<file path="config.mk">
export PLATFORM = sky130hd
export DESIGN_NAME = gates_sequencer
export DESIGN_NICKNAME = d
export VERILOG_FILES = /design/src/rtl/gates_sequencer.sv
export SDC_FILE = /design/constraint.sdc
export NUM_CORES = 1
export LEC_CHECK = 0
export ABC_AREA = 1
export BUFFER_PORTS_ARGS = -buffer_cell sky130_fd_sc_hd__buf_4
export CORE_MARGIN = 2
export CORE_UTILIZATION = 30
export DETAILED_ROUTE_END_ITERATION = 10
export SLEW_MARGIN = 40
export SYNTH_ARGS = -nofsm -noshare
export SYNTH_HDL_FRONTEND = slang
export SYNTH_SLANG_ARGS = --single-unit
</file>
<file path="constraint.sdc">
create_clock -name clk -period 3.1 [get_ports clk]
set_input_delay 0.775 -clock clk [delete_from_list [all_inputs] [get_ports clk]]
set_output_delay 0.775 -clock clk [all_outputs]
set_load 0.02 [all_outputs]
</file>
<file path="src/rtl/gates_sequencer.sv">
// gates_sequencer: self-test sweep for the combinational gates block.
// Walks {A,B} through all four combinations, captures the 8-bit response
// of each into a 32-bit truth table and flags differences from golden.
module gates_sequencer #(
    parameter int SETTLE = 2,
    parameter int DWELL  = 50_000_000
) (
    input  logic        clk,
    input  logic        rst_n,
    input  logic        start,
    input  logic        stop,
    input  logic        mode,
    input  logic        step,
    input  logic [7:0]  gate_out,
    output logic        A,
    output logic        B,
    output logic [1:0]  idx,
    output logic        busy,
    output logic        done,
    output logic [31:0] tt,
    output logic        tt_valid,
    output logic [3:0]  err_mask
);

    localparam int MAXC = (SETTLE > DWELL) ? SETTLE : DWELL;
    localparam int CW   = $clog2(MAXC) + 1;
    localparam logic [CW-1:0] SETTLE_LAST = CW'(SETTLE - 1);
    localparam logic [CW-1:0] DWELL_LAST  = CW'(DWELL - 1);

    typedef enum logic [2:0] {
        S_IDLE, S_SETTLE, S_CAPTURE, S_DWELL, S_DONE
    } state_t;

    state_t          state_q, state_d;
    logic [CW-1:0]   cnt_q, cnt_d;
    logic [1:0]      idx_q, idx_d;
    logic [31:0]     tt_q, tt_d;
    logic            tt_valid_q, tt_valid_d;
    logic [3:0]      err_q, err_d;
    logic            mode_q, mode_d;
    logic [2:0]      step_sync_q;
    logic            step_rise;
    logic            dwell_exit;

    // Expected gates response for input combination k = {A,B}.
    function automatic logic [7:0] golden(input logic [1:0] k);
        logic a, b;
        a = k[1];
        b = k[0];
        return {~(a ^ b), a ^ b, ~(a | b), ~(a & b), a | b, a & b, ~b, ~a};
    endfunction

    // Two synchroniser flops plus one history flop for rising-edge detect.
    assign step_rise  = step_sync_q[1] & ~step_sync_q[2];
    assign dwell_exit = mode_q ? step_rise : (cnt_q == DWELL_LAST);

    // State, counter, step synchroniser and result registers.
    always_ff @(posedge clk or negedge rst_n) begin
        if (!rst_n) begin
            state_q     <= S_IDLE;
            cnt_q       <= '0;
            idx_q       <= '0;
            tt_q        <= '0;
            tt_valid_q  <= 1'b0;
            err_q       <= '0;
            mode_q      <= 1'b0;
            step_sync_q <= '0;
        end else begin
            state_q     <= state_d;
            cnt_q       <= cnt_d;
            idx_q       <= idx_d;
            tt_q        <= tt_d;
            tt_valid_q  <= tt_valid_d;
            err_q       <= err_d;
            mode_q      <= mode_d;
            step_sync_q <= {step_sync_q[1:0], step};
        end
    end

    // Next-state and phase counter; stop aborts any sweep phase except DONE.
    always_comb begin
        state_d = state_q;
        case (state_q)
            S_IDLE:    if (start && !stop) state_d = S_SETTLE;
            S_SETTLE:  if (stop) state_d = S_IDLE;
                       else if (cnt_q == SETTLE_LAST) state_d = S_CAPTURE;
            S_CAPTURE: state_d = stop ? S_IDLE : S_DWELL;
            S_DWELL:   if (stop) state_d = S_IDLE;
                       else if (dwell_exit) state_d = (idx_q == 2'd3) ? S_DONE : S_SETTLE;
            S_DONE:    state_d = S_IDLE;
            default:   state_d = S_IDLE;
        endcase

        // Counter restarts on every state entry; it only runs where it is timed.
        cnt_d = '0;
        if (state_d == state_q &&
            (state_q == S_SETTLE || (state_q == S_DWELL && !mode_q)))
            cnt_d = cnt_q + 1'b1;
    end

    // Datapath updates: combination index, captures, error flags, valid.
    always_comb begin
        idx_d      = idx_q;
        tt_d       = tt_q;
        tt_valid_d = tt_valid_q;
        err_d      = err_q;
        mode_d     = mode_q;
        case (state_q)
            S_IDLE: begin
                if (start && !stop) begin
                    idx_d      = 2'd0;
                    tt_valid_d = 1'b0;
                    err_d      = '0;
                    mode_d     = mode;
                end
            end
            S_SETTLE: if (stop) idx_d = 2'd0;
            S_CAPTURE: begin
                if (stop) begin
                    idx_d = 2'd0;
                end else begin
                    tt_d[{idx_q, 3'b000} +: 8] = gate_out;
                    if (gate_out != golden(idx_q)) err_d[idx_q] = 1'b1;
                end
            end
            S_DWELL: begin
                if (stop) idx_d = 2'd0;
                else if (dwell_exit && idx_q != 2'd3) idx_d = idx_q + 2'd1;
            end
            S_DONE: begin
                tt_valid_d = 1'b1;
                idx_d      = 2'd0;
            end
            default: ;
        endcase
    end

    // Status outputs decoded from the registered state.
    always_comb begin
        busy = (state_q != S_IDLE);
        done = (state_q == S_DONE);
    end

    assign A        = idx_q[1];
    assign B        = idx_q[0];
    assign idx      = idx_q;
    assign tt       = tt_q;
    assign tt_valid = tt_valid_q;
    assign err_mask = err_q;

endmodule

</file>
; Yosys cells after proc, flatten, opt, wreduce, memory -nomap -nowiden
; Cells that the tools add are included.
[classes]
add_sub_neg = 3
mul = 0
div = 0
order_cmp = 2
n_eq_ne = 15
shift = 2
mux = 24
n_bitwise = 12
reduce_logical = 19
[ops]
columns = operator, count
row1 = $bwmux W32, 1
row2 = $shift A8 B7 Y32 const A, 1
row3 = $shiftx A8 B7 Y32, 1
row4 = $add A27 B1 Y27 const B, 1
row5 = $eq A27 B1 Y1 const B, 1
row6 = $eq A27 B26 Y1 const B, 1
row7 = $mux W27, 1
row8 = $mux W3, 6
row9 = $mux W4, 3
row10 = $pmux W3 S4, 1
row11 = $mux W2, 5
row12 = $ne A2 B2 Y1 const B, 4
row13 = $ne A8 B8 Y1, 1
row14 = $pmux W2 S4, 1
row15 = $pmux W4 S2, 1
row16 = $reduce_and A4 Y1, 2
row17 = $neg A5 Y7, 1
row18 = $not A1 Y1, 7
row19 = $eq A3 B2 Y1 const B, 2
row20 = $reduce_and A2 Y1, 3
row21 = $logic_and A1 B1 Y1, 5
row22 = $or A4 B4 Y4, 1
row23 = $reduce_bool A2 Y1, 2
row24 = $reduce_bool A4 Y1, 1
row25 = other kinds (20), 24
[totals]
reg_bits = 73
latch_bits = 0
mem_bits_rw = 0
mem_bits_ro = 0
inputBits = 14
wordCells = 85
memories = 0

; Longest topological paths before layout
; Gate-level depths: netlist (run 1).
[logic_depth]
word_depth = 9
mapped_depth = 13

; Worst setup path before layout (run 1)
; Ideal clock, no wire load.
[synth_timing]
kind = register to register
from = register idx_q[0] (netlist: idx[0])
to = register err_q[0] (netlist: err_mask[0])
t_arrival_ps = 2596
required_time_ps = 2981
path_slack_ps = 385
stages_incl_launch_ff = 11
path_buffers = 1
path_cell_list = dfrtp_1 > inv_1 > clkbuf_1 > ha_1 > inv_1 > ha_1 > nor3b_1 > nand3b_1 > o31ai_1 > nor2_1 > o21a_1
[synth_between]
elab_chain_len = 8
elab_cells_between_ends = 19
cone_classes = 2 x order compare / 2 x eq/ne / 5 x mux / 8 x bitwise / 2 x reduce/logical
[synth_lines]
columns = item, line_no
row1 = start: declaration, 36  ; logic [1:0] idx_q, idx_d;
row2 = start signal: assignment, 71  ; idx_q <= idx_d;
row3 = $lt A2 B3 Y1 (not written as such) or $ge A2 B1 Y1 (tied branches), 123  ; if (gate_out != golden(idx_q)) err_d[idx_q] = 1'b1;
row4 = $logic_and A1 B1 Y1 (not written as such), 123
row5 = $mux W1 (not written as such), 123
row6 = $demux W1 S2, 123
row7 = $or A4 B4 Y4 (no source line), n/a
row8 = $mux W4, 123
row9 = $mux W4, 119  ; if (stop) begin
row10 = $pmux W4 S2, 108  ; case (state_q)
row11 = end signal: assignment, 74  ; err_q <= err_d;
row12 = end: declaration, 39  ; logic [3:0] err_q, err_d;
; Several ways; a longest one is shown, not always the timed one. The select of a mux whose other input is x is not followed.
; A chain may end at the register's enable or synchronous reset.

; Worst setup path after layout (run 1)
[layout_timing]
from = register idx_q[1] (netlist: idx[1])
to = register err_q[0] (netlist: err_mask[0])
; Same word-level chain as after synthesis.

==> reports/metrics.yaml, run 1 <==
outcome:
  outcome: "completed"
global_route:
  overflow: 0
  grt_pass1_vias: 3441
  use_met2: 0.232
  grt_pass1_wl_um: 17400
  met3_usage: 0.0356
  grt_busiest_layer: "met2"
  use_met1: 0.202
  grt_max_degree: 74
  antenna_found_initial: 0
  grt_usage: 0.150
floorplan:
  die_w_um: 122
  fp-row-count: 42
  die_area_um2: 14800
  ios: 57
  coreArea_um2: 13400
  die_h_um: 122
  start_util: 0.310
worst_setup_path:
  worstPathRequired_ns: 3.33
  path_max_fanout: 10
  crit_buf_inv: 2
  r2r_start: "idx[1]"
  worst_r2r_path_depth: 9
  criticalPathCategory: "reg2reg"
  crit_path_max_incr_delay_ns: 0.52
  crit_path_start_kind: "flip-flop"
  slowest_stage: "dfrtp_1"
  r2r_slack_ns: 0.46
  cp.arrival_ns: 2.87
  r2r-end: "err_mask[0]"
  end_kind: "flip-flop"
  crit_chain: "inv_1, ha_1, inv_1, ha_1, nor3b_1, nand3b_1, o31ai_1, nor2_1, o21a_1"
  path_delay_family: "compound AO/OA/AOI/OAI gates"
sta:
  min_period_ns: 2.64
  worst_pin_slew_ns: 0.766
  slew_violations: 0
  max_freq_mhz: 378
  rsz0062_at_grt: "no"
  skew_ns: 0.00887
  min_period_over_period: 0.853
  hold_viol: 0
  fin_tns_setup_ns: 0
  slew_headroom: 0.488
  setup_viol: 0
  fin_hold_ws_ns: 0.384
clock_tree:
  cts_buffer_depth: 2
  clock_latency_ns: 0.34
  numCtsBuffers: 9
  cts_resized: 0
  cts_sinks: 73
  clkTransAtPathRegs_ns: 0.06
  cts_tree: "done"
  cts_hold_repair.buffers: 0
  cts-root-buf: "clkbuf_16"
  htree_levels: 3
  cts_setup_buffers: 0
power_and_ir_drop:
  powerDensity_nw_per_um2: 603
  p_int_mw: 1.85
  power.total_mw: 3.02
  p_switching_mw: 1.17
  seqPwrFrac: 0.368
  worst_ir_drop_vdd_uv: 244
  power_frac_comb: 0.305
  p_leak_nw: 2.31
  clock_power_share: 0.327
  switching_share: 0.387
routing:
  vias: 3510
  ant_nets: 0
  drc: 0
  routed_wl_um: 10400
  wl_per_cell_um: 14.1
  dr.pass1.iters: 4
  vias_per_cell: 4.74
  first_iter_violations: 190
logic_synthesis:
  yosysWarnings: 0
  synth_area_leaders: "dfrtp_1, nand2_1, nor3_2, inv_1, o21ai_0"
  synth-seq-area-share: 0.440
  synthDistinctLibCells: 35
  syn_avg_cell_area_um2: 8.28
  ys_ff_latch: 73
  netlist_instances: 501
  netlist_area_um2: 4150
  yosys.area.top_type: "dfrtp_1"
  syn_nets: 529
  synth_top_area_frac: 0.440
final_layout:
  final_nets: 587
  layout_common_cells: "nand2_1, dfrtp_1, buf_4"
  final_common_cell: "nand2_1"
  drive_above_1_share: 0.223
  antenna_cells: 0
  area_growth_pct: 20.7
worst_hold_path:
  hp-class: "reg2reg"
  min-delay-start: "step_sync_q[1]"
  min_to: "step_sync_q[2]"
  holdPathStages: 0
place:
  port_buffers: 56
  hpwl_um: 7660
  gp_congestion: 0.954
flow_run:
  maxCapViolations: 0
cell families after synthesis:
logic type	after synthesis	share of synthesized area
compound gates	53	0.0711
xor+xnor	20	0.0422
fa+ha+maj	14	0.0422
buf+inv	69	0.0760
flops	73	0.440
simple gates	272	0.328
through the flow:
step	cells	utilization	instance area (um2)	worst slack, ns
floorplan	501	-	4150	0.385
global placement	724	0.351	4710	0.629
detailed placement	724	0.352	4710	0.520
CTS	740	0.373	5000	0.516
global route	740	0.374	5010	0.248
finish	740	0.374	5010	0.457
Yosys cell counts (all sizes together):
cell,n
xnor2,1
o211ai,1
a21oi,6
o21a,2
o31ai,2
inv,58
o41ai,3
nor3,42
nand3b,2
nor3b,1
ha,14
or2,2
nor2,51
nand2,127
a21boi,1
clkbuf,4
nand4,13
o21ai,38
nand3,34
xor2,19
buf,7
dfrtp,73
area by class of cell:
cell class / instances / area, um2
Fill cell: 1396 / 8390
Multi-Input combinational cell: 359 / 2020
Tap cell: 176 / 220
Inverter: 58 / 218
Clock inverter: 7 / 61.3
Sequential cell: 73 / 1830
Timing Repair Buffer: 58 / 439
Clock buffer: 9 / 225
routing by layer:
layer	wire, um	vias to the layer above	part of all wire
met3	560	10	0.054
met2	4910	82	0.47
met5	0	-	0
met1	4820	1670	0.46
met4	144	0	0.014
li1	-	1748	-
flip-flops by register name, indices dropped and copies added (netlist names):
| name | count |
|---|---|
| cnt_q | 27 |
| err_mask | 4 |
| mode_q | 1 |
| idx | 2 |
| tt_valid | 1 |
| step_sync_q | 3 |
| state_q | 3 |
| tt | 32 |
worst max-delay path by stage:
stage,startpoint,endpoint,cells past startpoint,slack (ns)
2_1_floorplan,idx[0],err_mask[0],10,0.38
6_report,idx[1],err_mask[0],9,0.46
3_3_place_gp,idx[1],err_mask[3],9,0.63
5_1_grt,idx[1],err_mask[0],9,0.25
4_1_cts,idx[1],err_mask[0],9,0.52
3_5_place_dp,idx[1],err_mask[0],9,0.52
power groups by stage:
stage	Combinational (mW)	Sequential [mW]	Clock (mW)
finish	0.920	1.11	0.989
global route	1.02	1.12	1.05
CTS	0.916	1.11	1.02
detailed placement	0.913	1.13	0
global placement	0.889	1.12	0
floorplan	0.628	1.18	0
No activity file was read; power rests on OpenSTA's default activity.
==> run 2, diff against run 1 <==
==> constraint.sdc (replaced) <==
create_clock -name clk -period 2.2 [get_ports clk]
set_input_delay 0.55 -clock clk [delete_from_list [all_inputs] [get_ports clk]]
set_output_delay 0.55 -clock clk [all_outputs]
set_load 0.02 [all_outputs]
==> reports/metrics.yaml, run 2 (synthesis gave the netlist of run 1 again) <==
final_layout:
  multi_input_area_um2: 2030  # +0.81%
  nFillCells: 1393  # -0.21%
  fin_util: 0.388  # +0.0141
  regArea_um2: 1830  # +0.14%
  area_growth_pct: 25.2
  antenna_cells: 0  # unchanged
  drive_above_1_share: 0.243  # +0.0201
  largest_register_ffs: 32  # unchanged
  final_common_cell: "nand2_1"
  layout_common_cells: "nand2_1, dfrtp_1, buf_4"
  final_nets: 598  # +1.9%
sta:
  min_period_ns: 2.07  # -0.573 ns
  fin_tns_setup_ns: 0  # unchanged
  worst_pin_slew_ns: 0.452  # -0.314 ns
  max_freq_mhz: 483  # +28%
  setup_viol: 0  # unchanged
  slew_headroom: 0.697  # +0.210
  skew_ns: 0.00612  # -0.00275 ns
  slew_violations: 0  # unchanged
  min_period_over_period: 0.941  # +0.0883
  rsz0062_at_grt: "no"
  hold_viol: 0  # unchanged
global_route:
  grt_usage: 0.152  # +0.00244
  overflow: 0  # unchanged
  grt_max_degree: 28  # -62%
  grt_pass1_vias: 3449  # +0.23%
  antenna_found_initial: 0  # unchanged
  grt_pass1_wl_um: 17600  # +1.3%
floorplan:
  coreArea_um2: 13400  # unchanged
  start_util: 0.310  # unchanged
  die_area_um2: 14800  # unchanged
  die_w_um: 122  # unchanged
  fp-row-count: 42  # unchanged
  ios: 57  # unchanged
  die_h_um: 122  # unchanged
worst_setup_path:
  crit_path_start_kind: "flip-flop"
  crit_path_max_incr_delay_ns: 0.39  # -0.13 ns
  criticalPathCategory: "reg2reg"
  worstPathRequired_ns: 2.43  # -0.90 ns
  cp.arrival_ns: 2.30  # -0.57 ns
  crit_chain: "inv_1, ha_4, inv_1, ha_1, nor3b_1, nand3b_1, o31ai_4, nor2_1, o21a_1"
  crit_buf_inv: 2  # unchanged
  path_max_fanout: 6  # -4
  slowest_stage: "dfrtp_2"
  crit_top_cell: "inv_1"
  end_kind: "flip-flop"
  path_delay_family: "compound AO/OA/AOI/OAI gates"
flow_run:
  maxCapViolations: 0  # unchanged
clock_tree:
  htree_levels: 3  # unchanged
  cts_sinks: 73  # unchanged
  cts-root-buf: "clkbuf_16"
  cts_tree: "done"
  numCtsBuffers: 9  # unchanged
  cts_resized: 0  # unchanged
  clock_latency_ns: 0.34  # about the same
  clkTransAtPathRegs_ns: 0.06  # about the same
  cts_setup_buffers: 0  # unchanged
  cts_buffer_depth: 2  # unchanged
  cts_hold_repair.buffers: 0  # unchanged
power_and_ir_drop:
  worst_ir_drop_vdd_uv: 400  # +64%
  switching_share: 0.346  # -0.0415
  power_frac_comb: 0.311  # +0.006
  p_leak_nw: 2.40  # +3.9%
  seqPwrFrac: 0.325  # -0.043
  powerDensity_nw_per_um2: 914  # +51%
  p_int_mw: 3.11  # +68%
  clock_power_share: 0.363  # +0.036
  power.total_mw: 4.75  # +57%
  p_switching_mw: 1.64  # +40%
routing:
  vias_per_cell: 4.80  # +1.2%
  dr.pass1.iters: 4  # unchanged
  vias: 3606  # +2.7%
  routed_wl_um: 10600  # +1.2%
  first_iter_violations: 242  # +27%
  ant_nets: 0  # unchanged
  drc: 0  # unchanged
  wl_per_cell_um: 14.1  # -0.27%
outcome:
  outcome: "completed"
place:
  hpwl_um: 7940  # +3.6%
  gp_congestion: 1.00  # +4.9%
  port_buffers: 56  # unchanged
worst_hold_path:
  hp-class: "in2async"
==> run 2: changes by cell type in the layout (fill, tap and decap cells not counted), sizes merged <==
cell,previous run,this run
bufinv,0,3
buf,58,69
clkbuf,9,10
clkinv,2,0
inv,61,59
==> run 2: power by group through the flow <==
stage          Combinational [mW]  Sequential (mW)  Clock, mW
2_1_floorplan               0.923             1.66          0
3_3_place_gp                 1.45             1.56          0
3_5_place_dp                 1.48             1.57          0
4_1_cts                      1.49             1.55       1.78
5_1_grt                      1.62             1.56       1.84
6_report                     1.48             1.54       1.73
==> run 2: metal layers <==
metal / wire length, um / track usage / vias to the layer above
met3: 611 / 0.0346 / 17
li1: - / - / 1766
met2: 4880 / 0.235 / 105
met1: 4910 / 0.210 / 1718
met5: 0 / 0 / -
met4: 157 / 0.0553 / 0
==> run 2: per-stage QoR <==
| stage | cell area (um2) | setup WS (ns) | hold WS, ns | std cells |
|---|---|---|---|---|
| after floorplan | 4190 | 0.0190 | 0.254 | 501 |
| final | 5200 | 0.130 | 0.120 | 751 |
| after CTS | 5200 | 0.136 | 0.126 | 751 |
| after detailed placement | 4840 | 0.143 | 0.370 | 735 |
| after global routing | 5200 | 0.0170 | 0.137 | 751 |
| after global placement | 4840 | 0.206 | 0.375 | 735 |
==> run 2: layout make-up <==
cell class,count,share of cell area
clock buffers,10,0.0460
clock inverters,6,0.0219
inverters,58,0.0419
multi-input cells,359,0.391
flip-flops and latches,73,0.352
well taps,176,0.0424
repair buffers,69,0.104
==> run 2: worst reg2reg max path: cells and delay by family, from the launching register on <==
kind	cells	cell delay, ns
compound gates	2	0.50
fa+ha+maj	2	0.46
buf+inv	2	0.21
flops	1	0.39
simple gates	3	0.40
==> run 2: path summary, 6_finish.rpt <==
check / cells past startpoint / slack [ns] / start / to
setup / recovery: 9 / 0.13 / idx[1] / err_mask[3]
min in group clk: 1 / 0.32 / step / step_sync_q[0]
setup reg to reg: 9 / 0.13 / idx[1] / err_mask[3]
hold reg to reg: 0 / 0.38 / step_sync_q[0] / step_sync_q[1]
max in group asynchronous: 2 / 1.52 / rst_n / tt[8]
hold / removal: 1 / 0.12 / rst_n / state_q[1]
